==> src/rtl/axil_regbus_bridge.sv <==
// AXI4-Lite responder that turns host register accesses into REG_BUS transactions.
// Write and read paths are independent single-outstanding FSMs; reads time out with SLVERR.
module axil_regbus_bridge #(
  parameter int unsigned ADDR_WIDTH = 32,
  parameter int unsigned DATA_WIDTH = 32,
  parameter int unsigned RD_TIMEOUT = 255
) (
  input  logic                      clk,
  input  logic                      rst_n,
  // AXI4-Lite slave: write address
  input  logic [ADDR_WIDTH-1:0]     s_axil_awaddr_i,
  input  logic [2:0]                s_axil_awprot_i,
  input  logic                      s_axil_awvalid_i,
  output logic                      s_axil_awready_o,
  // AXI4-Lite slave: write data
  input  logic [DATA_WIDTH-1:0]     s_axil_wdata_i,
  input  logic [DATA_WIDTH/8-1:0]   s_axil_wstrb_i,
  input  logic                      s_axil_wvalid_i,
  output logic                      s_axil_wready_o,
  // AXI4-Lite slave: write response
  output logic [1:0]                s_axil_bresp_o,
  output logic                      s_axil_bvalid_o,
  input  logic                      s_axil_bready_i,
  // AXI4-Lite slave: read address
  input  logic [ADDR_WIDTH-1:0]     s_axil_araddr_i,
  input  logic [2:0]                s_axil_arprot_i,
  input  logic                      s_axil_arvalid_i,
  output logic                      s_axil_arready_o,
  // AXI4-Lite slave: read data
  output logic [DATA_WIDTH-1:0]     s_axil_rdata_o,
  output logic [1:0]                s_axil_rresp_o,
  output logic                      s_axil_rvalid_o,
  input  logic                      s_axil_rready_i,
  // REG_BUS master
  output logic                      m_reg_wren_o,
  output logic [ADDR_WIDTH-1:0]     m_reg_waddr_o,
  output logic [DATA_WIDTH-1:0]     m_reg_wdata_o,
  output logic [DATA_WIDTH/8-1:0]   m_reg_wstrb_o,
  output logic                      m_reg_rden_o,
  output logic [ADDR_WIDTH-1:0]     m_reg_raddr_o,
  input  logic [DATA_WIDTH-1:0]     m_reg_rdata_i,
  input  logic                      m_reg_rvld_i
);

  localparam int unsigned STRB_WIDTH = DATA_WIDTH / 8;
  localparam int unsigned CNT_WIDTH  = $clog2(RD_TIMEOUT + 1);
  localparam logic [CNT_WIDTH-1:0] CNT_LIMIT = CNT_WIDTH'(RD_TIMEOUT);
  localparam logic [1:0] RESP_OKAY   = 2'b00;
  localparam logic [1:0] RESP_SLVERR = 2'b10;

  typedef enum logic [1:0] {W_IDLE, W_ISSUE, W_RESP} w_state_e;
  typedef enum logic [1:0] {R_IDLE, R_ISSUE, R_WAIT, R_RESP} r_state_e;

  // Protection attributes carry no meaning for the register file.
  logic prot_unused;
  assign prot_unused = ^{s_axil_awprot_i, s_axil_arprot_i};

  // ---------------------------------------------------------------- write path
  w_state_e                w_state_q;
  logic                    aw_held_q, w_held_q;
  logic                    aw_held_d, w_held_d;
  logic                    aw_hs, w_hs;
  logic                    awready_q, wready_q, bvalid_q, wren_q;
  logic [ADDR_WIDTH-1:0]   waddr_q;
  logic [DATA_WIDTH-1:0]   wdata_q;
  logic [STRB_WIDTH-1:0]   wstrb_q;

  assign aw_hs     = s_axil_awvalid_i & awready_q;
  assign w_hs      = s_axil_wvalid_i & wready_q;
  assign aw_held_d = aw_held_q | aw_hs;
  assign w_held_d  = w_held_q | w_hs;

  // The REG_BUS write address/data registers double as the AW/W holding registers.
  always_ff @(posedge clk or negedge rst_n) begin
    if (!rst_n) begin
      w_state_q <= W_IDLE;
      aw_held_q <= 1'b0;
      w_held_q  <= 1'b0;
      awready_q <= 1'b0;
      wready_q  <= 1'b0;
      bvalid_q  <= 1'b0;
      wren_q    <= 1'b0;
      waddr_q   <= '0;
      wdata_q   <= '0;
      wstrb_q   <= '0;
    end else begin
      wren_q <= 1'b0;
      case (w_state_q)
        W_IDLE: begin
          if (aw_hs) begin
            aw_held_q <= 1'b1;
            waddr_q   <= s_axil_awaddr_i;
          end
          if (w_hs) begin
            w_held_q <= 1'b1;
            wdata_q  <= s_axil_wdata_i;
            wstrb_q  <= s_axil_wstrb_i;
          end
          if (aw_held_d && w_held_d) begin
            w_state_q <= W_ISSUE;
            wren_q    <= 1'b1;
            awready_q <= 1'b0;
            wready_q  <= 1'b0;
          end else begin
            awready_q <= !aw_held_d;
            wready_q  <= !w_held_d;
          end
        end
        W_ISSUE: begin
          w_state_q <= W_RESP;
          bvalid_q  <= 1'b1;
        end
        W_RESP: begin
          if (s_axil_bready_i) begin
            w_state_q <= W_IDLE;
            bvalid_q  <= 1'b0;
            aw_held_q <= 1'b0;
            w_held_q  <= 1'b0;
            awready_q <= 1'b1;
            wready_q  <= 1'b1;
          end
        end
        default: w_state_q <= W_IDLE;
      endcase
    end
  end

  // ----------------------------------------------------------------- read path
  r_state_e                r_state_q;
  logic                    arready_q, rvalid_q, rden_q;
  logic [1:0]              rresp_q;
  logic [DATA_WIDTH-1:0]   rdata_q;
  logic [ADDR_WIDTH-1:0]   raddr_q;
  logic [CNT_WIDTH-1:0]    cnt_q, cnt_d;

  // Saturating wait counter; it never wraps even if left running.
  assign cnt_d = (cnt_q == CNT_LIMIT) ? cnt_q : cnt_q + CNT_WIDTH'(1);

  always_ff @(posedge clk or negedge rst_n) begin
    if (!rst_n) begin
      r_state_q <= R_IDLE;
      arready_q <= 1'b0;
      rvalid_q  <= 1'b0;
      rden_q    <= 1'b0;
      rresp_q   <= RESP_OKAY;
      rdata_q   <= '0;
      raddr_q   <= '0;
      cnt_q     <= '0;
    end else begin
      rden_q <= 1'b0;
      case (r_state_q)
        R_IDLE: begin
          if (s_axil_arvalid_i && arready_q) begin
            r_state_q <= R_ISSUE;
            raddr_q   <= s_axil_araddr_i;
            arready_q <= 1'b0;
            rden_q    <= 1'b1;
          end else begin
            arready_q <= 1'b1;
          end
        end
        R_ISSUE: begin
          r_state_q <= R_WAIT;
          cnt_q     <= '0;
        end
        R_WAIT: begin
          // A response on the last wait cycle still beats the timeout.
          if (m_reg_rvld_i) begin
            r_state_q <= R_RESP;
            rdata_q   <= m_reg_rdata_i;
            rresp_q   <= RESP_OKAY;
            rvalid_q  <= 1'b1;
          end else begin
            cnt_q <= cnt_d;
            if (cnt_d == CNT_LIMIT) begin
              r_state_q <= R_RESP;
              rdata_q   <= '0;
              rresp_q   <= RESP_SLVERR;
              rvalid_q  <= 1'b1;
            end
          end
        end
        R_RESP: begin
          if (s_axil_rready_i) begin
            r_state_q <= R_IDLE;
            rvalid_q  <= 1'b0;
            arready_q <= 1'b1;
          end
        end
        default: r_state_q <= R_IDLE;
      endcase
    end
  end

  // ------------------------------------------------------------------- outputs
  assign s_axil_awready_o = awready_q;
  assign s_axil_wready_o  = wready_q;
  assign s_axil_bresp_o   = RESP_OKAY;
  assign s_axil_bvalid_o  = bvalid_q;
  assign s_axil_arready_o = arready_q;
  assign s_axil_rdata_o   = rdata_q;
  assign s_axil_rresp_o   = rresp_q;
  assign s_axil_rvalid_o  = rvalid_q;
  assign m_reg_wren_o     = wren_q;
  assign m_reg_waddr_o    = waddr_q;
  assign m_reg_wdata_o    = wdata_q;
  assign m_reg_wstrb_o    = wstrb_q;
  assign m_reg_rden_o     = rden_q;
  assign m_reg_raddr_o    = raddr_q;

endmodule

==> config.mk <==
export PLATFORM = sky130hd
export DESIGN_NAME = axil_regbus_bridge
export DESIGN_NICKNAME = d
export VERILOG_FILES = /design/src/rtl/axil_regbus_bridge.sv
export SDC_FILE = /design/constraint.sdc
export NUM_CORES = 1
export LEC_CHECK = 0
export BUFFER_PORTS_ARGS = -buffer_cell sky130_fd_sc_hd__buf_4
export CAP_MARGIN = 20
export CORE_MARGIN = 1.5
export CORE_UTILIZATION = 45
export DETAILED_ROUTE_END_ITERATION = 7
export PLACE_DENSITY_LB_ADDON = 0.2
export SLEW_MARGIN = 20
export SYNTH_ARGS = -nofsm -noshare
export SYNTH_HDL_FRONTEND = slang
export SYNTH_SLANG_ARGS = --single-unit
==> constraint.sdc <==
create_clock -name clk -period 5.9 [get_ports clk]
set_clock_uncertainty 0.1 [all_clocks]
set_input_delay 0.885 -clock clk [delete_from_list [all_inputs] [get_ports clk]]
set_output_delay 0.885 -clock clk [all_outputs]
set_load 0.05 [all_outputs]
==> impl_metrics.py <==
metrics = {
    "outcome": {
        "status": "finished, final reports clean",
    },
    "finish": {
        "nNetsFinal": 842,
        "most-common-layout-cells": "buf_4, dfrtp_1, mux2_2",
        "syn2layout_area_growth_pct": 47.0,
        "utilization_pct": 67.4,
        "diodes": 0,
        "drive_gt1_share_pct": 60.4,
        "final_common_cell": "buf_4",
    },
    "floorplanning": {
        "dieHeight_um": 119,
        "rows": 42,
        "core_area_um2": 13200,
        "start_util_pct": 45.8,
        "ios": 289,
        "die-area_um2": 14100,
        "dieWidth_um": 119,
    },
    "route": {
        "vias": 4412,
        "drt-initial-drc-count": 154,
        "wl_per_cell_um": 16.9,
        "remaining_drc_errors": 0,
        "via_per_inst": 5.01,
        "drt_pass1_iterations": 4,
        "detail-route-antenna-nets": 0,
        "wl_um": 14900,
    },
    "sta": {
        "fmax_mhz": 398,
        "finalSetupViolCount": 0,
        "rsz0062_at_grt": "no",
        "slew_headroom_pct": 37.2,
        "drv_slew": 0,
        "tightest_slew_ns": 0.941,
        "fin_tns_setup_ns": 0,
        "final.min_clock_period_ns": 2.51,
        "timing.final.crit_share_pct": 42.6,
        "finalHoldViolCount": 0,
    },
    "placed_design": {
        "routabilityCongestion": 0.791,
        "hpwl_um": 10700,
        "io_buffers": 279,
    },
    "synth": {
        "synth-compound-area-share_pct": 8.53,
        "synth.avg_cell_area_um2": 14.7,
        "synth_cell_type_count": 39,
        "ys_seq_elements": 154,
        "synth_mux_area_share_pct": 19.4,
        "synth-adder-area-share_pct": 1.03,
        "seq_area_frac_synth_pct": 63.7,
        "yosys.area.top_type_share_pct": 63.7,
        "postSynthCellCount": 412,
        "yosysWarnings": 0,
        "synth_xor_area_share_pct": 0.435,
        "synth_top_family_by_area": "multiplexers",
        "synthesis.area_um2": 6050,
        "yosys.area_share.simple_pct": 4.24,
        "yosys-top-cells-area": "dfrtp_1, mux2_2, a22o_1",
        "synth_top_area_cell": "dfrtp_1",
    },
    "clock_network": {
        "cts_buffer_depth": 2,
        "hold_buffers": 0,
        "cts_setup_buffers": 0,
        "root_buffer": "clkbuf_16",
        "cts_buffers": 17,
        "cts_tree": "done",
        "clkSinkCount": 154,
        "insertion_delay_ns": 0.41,
        "cts_resized": 0,
        "clk_pin_slew_ns": 0.06,
        "htree_num_levels": 4,
    },
    "global_route": {
        "antenna_found_initial": 0,
        "grt_pass1_wl_um": 23500,
        "grt_pass1_vias": 4569,
        "grt_usage_pct": 21.4,
        "grt_start_max_net_pins": 89,
        "overflow": 0,
    },
    "critical_path": {
        "start_kind": "register",
        "critical_path_class": "register to register",
        "worstPathRequired_ns": 6.10,
        "crit_path_end_kind": "register",
        "crit_path_max_fanout": 32,
        "crit_arrival_ns": 2.71,
    },
    "worst_hold_path": {
        "hp-class": "register to register",
    },
    "job": {
        "cap_violations": 0,
    },
}
[metrics by stage]
step,std cells,setup WS [ns],hold slack [ns],area [um2]
floorplan,414,3.75,0.351,6050
global placement,848,3.44,0.365,8270
detailed placement,848,3.35,0.368,8270
CTS,880,3.32,0.382,8890
global route,880,3.25,0.408,8890
finish,880,3.39,0.380,8890
[registers in the layout, summed over array words and instances (netlist names), 2 cells and up]
register	cells
m_reg_raddr_o	32
w_state_q	2
cnt_q	8
r_state_q	2
s_axil_rdata_o	32
m_reg_wstrb_o	4
m_reg_waddr_o	32
m_reg_wdata_o	32
[kinds of logic after synthesis]
kind of cell,after synthesis
mux,104
other cells,1
simple gates,50
fa+ha+maj,5
xor+xnor,3
flops,154
compound gates,65
buf+inv,30
[cell type report]
type / count / area (um2)
Clock buffer: 22 / 484
Clock inverter: 10 / 139
Fill cell: 1037 / 4300
Inverter: 6 / 22.5
Multi-Input combinational cell: 230 / 2050
Sequential cell: 154 / 3850
Tap cell: 176 / 220
Timing Repair Buffer: 282 / 2120
[per-layer routing]
metal | GRT usage, % | up-vias | wire length (um)
met5 | 0 | - | 0
met4 | 9.11 | 0 | 374
met3 | 6.47 | 30 | 1020
met2 | 36.9 | 191 | 7670
met1 | 24.9 | 2164 | 5800
li1 | - | 2027 | -
[worst paths after layout]
kind                                           end  slack (ns)  cells after the start      start
worst min-delay path                     aw_held_q        0.38                      1  aw_held_q
min in group asynchronous         m_reg_wdata_o[6]        0.42                      1      rst_n
max in group asynchronous        s_axil_rdata_o[9]        3.89                      2      rst_n
worst max register to register  s_axil_rdata_o[29]        3.39                      6   cnt_q[0]
worst max-delay path            s_axil_rdata_o[29]        3.39                      6   cnt_q[0]
worst min register to register           aw_held_q        0.38                      1  aw_held_q
[Yosys cell counts (all sizes together)]
cell type / n
nand3b: 1
nor4: 1
nand3: 5
clkbuf: 11
mux2: 104
and2: 1
or3: 1
buf: 13
nor2: 10
dfrtp: 154
nor2b: 3
a41oi: 1
o211ai: 1
nor3: 5
a21o: 4
nand4: 2
xor2: 2
xnor2: 1
ha: 5
nor3b: 4
a31oi: 2
nand2: 12
conb: 1
a22o: 32
o21a: 3
and3: 2
a21oi: 9
a311oi: 1
nand2b: 3
o21ai: 11
inv: 6
o32a: 1
[critical path, cell delays in order, from the launching register on]
cell and delay (ns):
dfrtp_1 0.43, ha_1 0.28, nand4_1 0.13, mux2_2 0.37, a311oi_4 0.46, o21ai_4 0.31
a22o_2 0.31
Power is not shown: default switching activity piles up to over one toggle a cycle in this logic, so the estimate is an artifact.
